<file path="config.mk">
export PLATFORM = sky130hd
export DESIGN_NAME = uart_tx_ctrl
export DESIGN_NICKNAME = d
export VERILOG_FILES = /design/src/rtl/uart_tx_ctrl.sv
export SDC_FILE = /design/constraint.sdc
export NUM_CORES = 1
export LEC_CHECK = 0
export CAP_MARGIN = 20
export CORE_UTILIZATION = 54
export CTS_CLUSTER_SIZE = 20
export DETAILED_ROUTE_END_ITERATION = 6
export GPL_TIMING_DRIVEN = 0
export PLACE_DENSITY = 0.81
export REMOVE_ABC_BUFFERS = 1
export SYNTH_ARGS = -nofsm -noshare
export SYNTH_HDL_FRONTEND = slang
export SYNTH_SLANG_ARGS = --single-unit
export TNS_END_PERCENT = 100
</file>
<file path="constraint.sdc">
create_clock -name clk -period 4.8 [get_ports clk]
set_input_delay 0.96 -clock clk [delete_from_list [all_inputs] [get_ports clk]]
set_output_delay 0.96 -clock clk [all_outputs]
set_load 0.005 [all_outputs]
</file>
<file path="src/rtl/uart_tx_ctrl.sv">
// UART transmit sequencer: start bit, DATA_BITS data bits LSB first, optional parity, stop bit.
// Define UART_TX_PARITY_EN to insert an even-parity bit between the last data bit and the stop bit.
module uart_tx_ctrl #(
    parameter int CLKS_PER_BIT = 16,
    parameter int DATA_BITS    = 8
) (
    input  logic                 clk,
    input  logic                 nrst,
    input  logic                 tx_valid,
    input  logic [DATA_BITS-1:0] tx_data,
    output logic                 tx_ready,
    output logic                 tx_out,
    output logic                 tx_busy,
    output logic                 frame_done,
    output logic [3:0]           bit_idx
);

    localparam int               CNT_W    = (CLKS_PER_BIT > 1) ? $clog2(CLKS_PER_BIT) : 1;
    localparam logic [CNT_W-1:0] CNT_LAST = CNT_W'(CLKS_PER_BIT - 1);
    localparam logic [3:0]       BIT_LAST = 4'(DATA_BITS - 1);

`ifdef UART_TX_PARITY_EN
    typedef enum logic [2:0] {
        IDLE   = 3'd0,
        START  = 3'd1,
        DATA   = 3'd2,
        PARITY = 3'd3,
        STOP   = 3'd4
    } state_t;
`else
    typedef enum logic [2:0] {
        IDLE  = 3'd0,
        START = 3'd1,
        DATA  = 3'd2,
        STOP  = 3'd4
    } state_t;
`endif

    state_t               state_q, state_d;
    logic [CNT_W-1:0]     baud_cnt_q, baud_cnt_d;
    logic [3:0]           bit_idx_q, bit_idx_d;
    logic [DATA_BITS-1:0] shift_q, shift_d;
    logic                 tx_out_q, tx_out_d;
    logic                 frame_done_q, frame_done_d;
    logic                 bit_end;
`ifdef UART_TX_PARITY_EN
    logic                 parity_q, parity_d;
`endif

    always_ff @(posedge clk or negedge nrst) begin
        if (!nrst) begin
            state_q      <= IDLE;
            baud_cnt_q   <= '0;
            bit_idx_q    <= '0;
            shift_q      <= '0;
            tx_out_q     <= 1'b1;
            frame_done_q <= 1'b0;
`ifdef UART_TX_PARITY_EN
            parity_q     <= 1'b0;
`endif
        end else begin
            state_q      <= state_d;
            baud_cnt_q   <= baud_cnt_d;
            bit_idx_q    <= bit_idx_d;
            shift_q      <= shift_d;
            tx_out_q     <= tx_out_d;
            frame_done_q <= frame_done_d;
`ifdef UART_TX_PARITY_EN
            parity_q     <= parity_d;
`endif
        end
    end

    // Next-state logic; tx_out is derived from the next state so the line changes with the state.
    always_comb begin
        state_d      = state_q;
        baud_cnt_d   = baud_cnt_q;
        bit_idx_d    = bit_idx_q;
        shift_d      = shift_q;
        frame_done_d = 1'b0;
        tx_out_d     = 1'b1;
        bit_end      = (baud_cnt_q == CNT_LAST);
`ifdef UART_TX_PARITY_EN
        parity_d     = parity_q;
`endif

        case (state_q)
            IDLE: begin
                baud_cnt_d = '0;
                bit_idx_d  = '0;
                if (tx_valid) begin
                    shift_d = tx_data;
                    state_d = START;
`ifdef UART_TX_PARITY_EN
                    parity_d = ^tx_data;
`endif
                end
            end
            START: begin
                if (bit_end) begin
                    state_d   = DATA;
                    bit_idx_d = '0;
                end
            end
            DATA: begin
                if (bit_end) begin
                    shift_d = shift_q >> 1;
                    if (bit_idx_q == BIT_LAST) begin
                        bit_idx_d = '0;
`ifdef UART_TX_PARITY_EN
                        state_d   = PARITY;
`else
                        state_d   = STOP;
`endif
                    end else begin
                        bit_idx_d = bit_idx_q + 4'd1;
                    end
                end
            end
`ifdef UART_TX_PARITY_EN
            PARITY: begin
                if (bit_end) begin
                    state_d = STOP;
                end
            end
`endif
            STOP: begin
                if (bit_end) begin
                    state_d      = IDLE;
                    frame_done_d = 1'b1;
                end
            end
            default: begin
                state_d    = IDLE;
                baud_cnt_d = '0;
                bit_idx_d  = '0;
            end
        endcase

        if (state_q != IDLE) begin
            baud_cnt_d = bit_end ? '0 : baud_cnt_q + 1'b1;
        end

        case (state_d)
            START:   tx_out_d = 1'b0;
            DATA:    tx_out_d = shift_d[0];
`ifdef UART_TX_PARITY_EN
            PARITY:  tx_out_d = parity_d;
`endif
            default: tx_out_d = 1'b1;
        endcase
    end

    assign tx_ready   = (state_q == IDLE);
    assign tx_busy    = (state_q != IDLE);
    assign tx_out     = tx_out_q;
    assign frame_done = frame_done_q;
    assign bit_idx    = bit_idx_q;

endmodule

</file>
==> metrics.txt, run 1 <==
Global Route Usage Sum=0.230; wirelength, routed=1970 microns; clock tree from TritonCTS=done; most heavily used metal layer in global routing=met2; fraction of synthesis flops using an asynchronous set or reset pin=1.00; core area=0.00178 sq mm; HPWL after detailed placement=approximately 1400 microns; total gr overflow=0; Hold Crit Class=reg2reg; post-synthesis to final-layout area growth=20.5%; row count=15; worst slew margin relative to its limit=0.373; average routed wire per standard cell=13.2 microns; clock buffer count from CTS=3; Port Buffer Count=18; Synthesis Warnings=0; sequential cell area in the final layout=approximately 530 sq um; data arrival time at the worst-slack endpoint=2.06 ns; share of the clock period used by the worst path after layout=0.629; overall via count from detail_route=821; average footprint of a synthesized cell=10.1 sq um; fillers=141; area of the multi-input gates=497 sq um; effective utilization at floorplan=0.592; Crit Path Class=reg2out; maximum root-to-sink buffer count=2; worst-path cell chain=nor3_1, clkdlybuf4s50_1; die area=approximately 0.0021 sq mm; Resized Gates After CTS=0; stage delay of the slowest cell on the critical path=between 0.6 and 0.7 ns; fraction of met1 tracks used by global routing=0.303; final RePlAce weighted congestion=0.785; min cycle time layout=3.02 ns; Least-Margin Pin Slew=0.938 ns; prevailing post-synth register cell=dfrtp_1; Final Hold Viols=0; Final setup violation count=0; Crit Path Max Fanout=9; worst voltage drop across the vdd grid=0.000170 V; clock latency reported for the late side of the worst-skew pair=0.31 ns; number of unique standard cell types used by synthesis=35; Setup TNS Final=0 ns; io pins=19; pre-CTS setup slack=2.16 ns; final layout net count=138; buffer type at the clock tree root=clkbuf_4; nature of the critical path startpoint=flop; Slowest-stage cell, CP=clkdlybuf4s50_1; reported max-cap violation count=0; Leak Pwr=0.547 nW; outcome=completed; post-synth top area share=0.474; grt met2 use=0.380; post-CTS clock slew at the launch and capture registers of the worst setup and hold paths=around 0.13 ns; vertical die dimension=46.2 microns; wire length of the first global-routing pass=3460 microns; ratio of routed vias to standard cells=5.51; Die Wd=roughly 46 microns; number of global-route vias before repair=~780; critical path endpoint category=output port; H-Tree Depth=1; setup fix buffers added after clock tree synthesis=0; post-detailed-route count of antenna-violating nets=0; highest achievable clock rate=331 MHz; detailed-route DRC error count=0; cell area after technology mapping=0.00106 sq mm; largest net degree at the start of global routing=22; leading cell types by count after synthesis=nand2_1, dfrtp_1, a22oi_1, nor3_1, o21ai_0; Worst R2R Path Depth=5; Initial DRC Count=17; initial antenna violation count=0; slack of the critical path=1.78 ns; met3 routing resource usage after global routing=0.0235; number of logic stages on the critical path including buffering=2; post-synth top area cell=dfrtp_1; RSZ-0062 raised after global routing=false; required time worst endpoint=3.84 ns; Area contributors post-synth=dfrtp_1, nand2_1, a22oi_1, dfstp_2, ha_1; synthesized flop and latch total=21; fraction of layout cells with a size suffix above 1=0.0887; Worst Hold Depth=2; Util after Layout=0.714; Post-synth EDFFs=0; # clock sinks=21; number of standard cells after synthesis=105; Worst path top cell family by delay=buffers and inverters; pwr dens=223 mW/mm^2; final-report max-slew violation count=0; final clock skew=0.0116 ns; sequential cell area fraction in the yosys report=0.499; buffers and inverters on the worst path=1; Hold Buf Count CTS=0; antenna diode instance count=0; most repeated cell in the gate-level netlist after synthesis=nand2_1; first-pass iteration count of the detailed router=4
where the power goes:
part	switching (mW)	internal, mW	total, mW
clock	0.0547	0.0324	0.0871
combinational	0.00600	0.00952	0.0155
sequential	0.00139	0.180	0.182
total	0.0621	0.222	0.284
cell usage in the layout, fill, tap and decap left out, drive strengths merged, types with 3 or more instances in the layout:
cell	n
a21oi	4
a22oi	7
clkbuf	4
clkdlybuf4s50	18
dfrtp	20
inv	3
nand2	22
nand3	5
nor2	5
nor3	5
o21ai	5
registers in the layout (all words and copies together), names as in the netlist:
signal	cells
frame_done	1
tx_out	1
shift_q	8
baud_cnt_q	4
bit_idx	4
state_q	3
routing by layer:
layer  up-vias  part of all wire
li1        413                 -
met1       392              0.46
met5         -                 0
met4         0            0.0086
met2        14              0.51
met3         2             0.028
metrics by stage:
step | hold WS [ns] | instance area [sq um] | instances | power (mW)
2_1_floorplan | 0.447 | 1030 | 102 | 0.188
3_3_place_gp | 0.465 | 1250 | 145 | 0.201
3_5_place_dp | 0.468 | 1250 | 145 | 0.201
4_1_cts | 0.499 | 1270 | 149 | 0.288
5_1_grt | 0.529 | 1270 | 149 | 0.296
6_report | 0.498 | 1270 | 149 | 0.284
path summary, 6_finish.rpt:
kind | start | to | slack, ns
min in group asynchronous | nrst | baud_cnt_q[1] | 1.16
worst min-delay path | shift_q[3] | shift_q[3] | 0.50
max in group asynchronous | nrst | frame_done | 3.06
worst max register to register | baud_cnt_q[0] | tx_out | 2.94
worst min register to register | shift_q[3] | shift_q[3] | 0.50
worst max-delay path | state_q[0] | tx_ready | 1.78
layout make-up:
class | instances | share of cell area
clock buffers | 4 | 0.0206
inverters | 3 | 0.00885
multi-input cells | 78 | 0.390
flip-flops and latches | 21 | 0.414
well taps | 25 | 0.0246
repair buffers | 18 | 0.142
worst register-to-register path: cells and delay by family (launching register included):
family                     cells  cell delay, ns
AOI/OAI and AO/OA              2            0.40
and+or+nand+nor                2            0.67
DFF                            1            0.42
adders and majority gates      1            0.28
cell families after synthesis:
family | synth area share
flops | 0.499
buf+inv | 0.0308
xor+xnor | 0.00830
compound gates | 0.166
simple gates | 0.263
fa+ha+maj | 0.0237
mux | 0.00948
No activity file was read; power rests on OpenSTA's default activity.
==> run 2: changes to the inputs <==
--- a/config.mk
+++ b/config.mk
@@ -6,11 +6,11 @@
 export NUM_CORES = 1
 export LEC_CHECK = 0
 export CAP_MARGIN = 20
-export CORE_UTILIZATION = 54
+export CORE_UTILIZATION = 50
 export CTS_CLUSTER_SIZE = 20
 export DETAILED_ROUTE_END_ITERATION = 6
 export GPL_TIMING_DRIVEN = 0
-export PLACE_DENSITY = 0.81
+export PLACE_DENSITY = 0.76
 export REMOVE_ABC_BUFFERS = 1
 export SYNTH_ARGS = -nofsm -noshare
 export SYNTH_HDL_FRONTEND = slang
==> constraint.sdc (replaced) <==
create_clock -name clk -period 3.04 [get_ports clk]
set_input_delay 0.608 -clock clk [delete_from_list [all_inputs] [get_ports clk]]
set_output_delay 0.608 -clock clk [all_outputs]
set_load 0.005 [all_outputs]
==> metrics.txt, run 2 (synthesis gave the netlist of run 1 again) <==
clock buffer count from CTS=3 (unchanged); pwr dens=347 mW/mm^2 (was 223 mW/mm^2); wirelength, routed=1940 microns (was 1970 microns); Global Route Usage Sum=0.181 (was 0.230); Final setup violation count=0 (unchanged); HPWL after detailed placement=1400 microns (was 1450 microns); H-Tree Depth=1 (unchanged); post-detailed-route count of antenna-violating nets=0 (unchanged); row count=16 (was 15); io pins=19 (unchanged); Placed Cells incl. Taps=147 (was 145); final std cell area, no fill=0.00127 sq mm (about the same); effective utilization at floorplan=0.533 (was 0.592); Final Hold Viols=0 (unchanged); Layout Cells excl Fill=151 (was 149); nature of the critical path startpoint=flop (unchanged); pre-CTS setup slack=0.632 ns (was 2.16 ns); Setup TNS Final=0 ns (unchanged); slack of the critical path=0.333 ns (was 1.78 ns); fraction of layout cells with a size suffix above 1=0.0887 (unchanged); Leak Pwr=0.547 nW (unchanged); critical path endpoint category=output port (unchanged); maximum root-to-sink buffer count=2 (unchanged); worst slew margin relative to its limit=0.371 (was 0.373); fillers=167 (was 141); number of global-route vias before repair=684 (was 778); Least-Margin Pin Slew=0.940 ns (was 0.938 ns); grt met2 use=0.322 (was 0.380); most common cell after layout, fill and taps aside=nand2_1 (unchanged); final clock skew=0.00837 ns (was 0.0116 ns); most used cells in the layout excluding fill and tap cells=nand2_1, dfrtp_1, clkdlybuf4s50_1 (unchanged); share of the clock period used by the worst path after layout=0.890; required time worst endpoint=2.43 ns (was 3.84 ns); # clock sinks=21 (unchanged); overall via count from detail_route=850 (was 821); initial antenna violation count=0 (unchanged); Die Wd=48.0 microns (was 46.2 microns); total gr overflow=0 (unchanged); final layout net count=138 (unchanged); reported max-cap violation count=0 (unchanged); wire length of the first global-routing pass=2920 microns (was 3460 microns); Hold Buf Count CTS=0 (unchanged); flip-flop count of the largest register after layout=8 (unchanged); antenna diode instance count=0 (unchanged); Crit Path Max Fanout=9 (unchanged); worst-path cell chain=nor3_1, clkdlybuf4s50_1 (unchanged); area after detailed placement=0.00125 sq mm (about the same); clock latency reported for the late side of the worst-skew pair=0.29 ns (was 0.31 ns); vertical die dimension=48.0 microns (was 46.2 microns); final-report max-slew violation count=0 (unchanged); final RePlAce weighted congestion=0.811 (was 0.785); Slowest-stage cell, CP=nor3_1 (was clkdlybuf4s50_1); buffer type at the clock tree root=clkbuf_4 (unchanged); RSZ-0062 raised after global routing=false (unchanged); Port Buffer Count=18 (unchanged); worst hold slack across all endpoints=0.485 ns (was 0.498 ns); Hold Crit Class=reg2reg (unchanged); setup fix buffers added after clock tree synthesis=0 (unchanged); buffers and inverters on the worst path=1 (unchanged); register with the highest flop count=shift_q (unchanged); post-CTS clock slew at the launch and capture registers of the worst setup and hold paths=0.12 ns (was 0.13 ns); fraction of met1 tracks used by global routing=0.243 (was 0.303); stage delay of the slowest cell on the critical path=0.65 ns (was 0.63 ns); Worst path top cell family by delay=simple AND/OR/NAND/NOR gates (was buffers and inverters); post-synthesis to final-layout area growth=20.7% (was 20.5%); most heavily used metal layer in global routing=met2 (unchanged); clock tree from TritonCTS=done (unchanged); Resized Gates After CTS=0 (unchanged); core area=0.00198 sq mm (was 0.00178 sq mm); die area=0.00230 sq mm (was 0.00214 sq mm); met3 routing resource usage after global routing=0.0226 (was 0.0235); largest net degree at the start of global routing=22 (unchanged); detailed-route DRC error count=0 (unchanged); min cycle time layout=2.71 ns; Initial DRC Count=12 (was 17); data arrival time at the worst-slack endpoint=2.10 ns (was 2.06 ns); worst voltage drop across the vdd grid=0.000326 V (was 0.000170 V); outcome=completed (unchanged); Crit Path Class=reg2out (unchanged); ratio of routed vias to standard cells=5.63 (was 5.51); average routed wire per standard cell=12.8 microns (was 13.2 microns); highest achievable clock rate=369 MHz; first-pass iteration count of the detailed router=4 (unchanged)
-- run 2: cell counts in the layout (fill, tap and decap cells not counted) --
Identical to the previous run, type by type.
-- run 2: cell type report --
class                      count  area (sq um)  area share
tap                           27          33.8      0.0265
clock buffer                   4          26.3      0.0206
multi-input combinational     78           497       0.390
sequential                    21           527       0.413
timing repair buffer          18           180       0.141
inverter                       3          11.3     0.00883
-- run 2: path summary, 6_finish.rpt --
kind                                     from          to  slack (ns)  cells after the start
worst max-delay path               state_q[0]    tx_ready        0.33                      2
worst min-delay path               shift_q[3]  shift_q[3]        0.49                      2
worst max register to register  baud_cnt_q[0]      tx_out        1.26                      5
worst min register to register     shift_q[3]  shift_q[3]        0.49                      2
max in group asynchronous                nrst  shift_q[1]        1.64                      1
min in group asynchronous                nrst  bit_idx[3]        0.82                      1
-- run 2: report_power, final --
group | internal, mW | total [mW] | leakage (nW) | switching, mW
combinational | 0.0151 | 0.0248 | 0.263 | 0.00973
sequential | 0.284 | 0.287 | 0.269 | 0.00228
clock | 0.0509 | 0.131 | 0.0150 | 0.0800
total | 0.350 | 0.442 | 0.547 | 0.0920
-- run 2: worst register-to-register path, stage by stage (launching register included) --
cell      delay, ns
dfrtp_1        0.41
ha_1           0.28
nand3_2        0.28
nor3_1         0.34
o22ai_1        0.17
a311oi_2       0.22
-- run 2: stage by stage --
| step | util | power, mW |
|---|---|---|
| finish | 0.643 | 0.442 |
| CTS | 0.643 | 0.446 |
| detailed placement | 0.630 | 0.317 |
| global placement | 0.630 | 0.317 |
| global route | 0.643 | 0.459 |
| floorplan | - | 0.296 |
-- run 2: layer usage --
layer,wire length (microns),share of wire
met4,8,0.0041
met2,978,0.50
met1,910,0.47
met3,42,0.022
met5,0,0
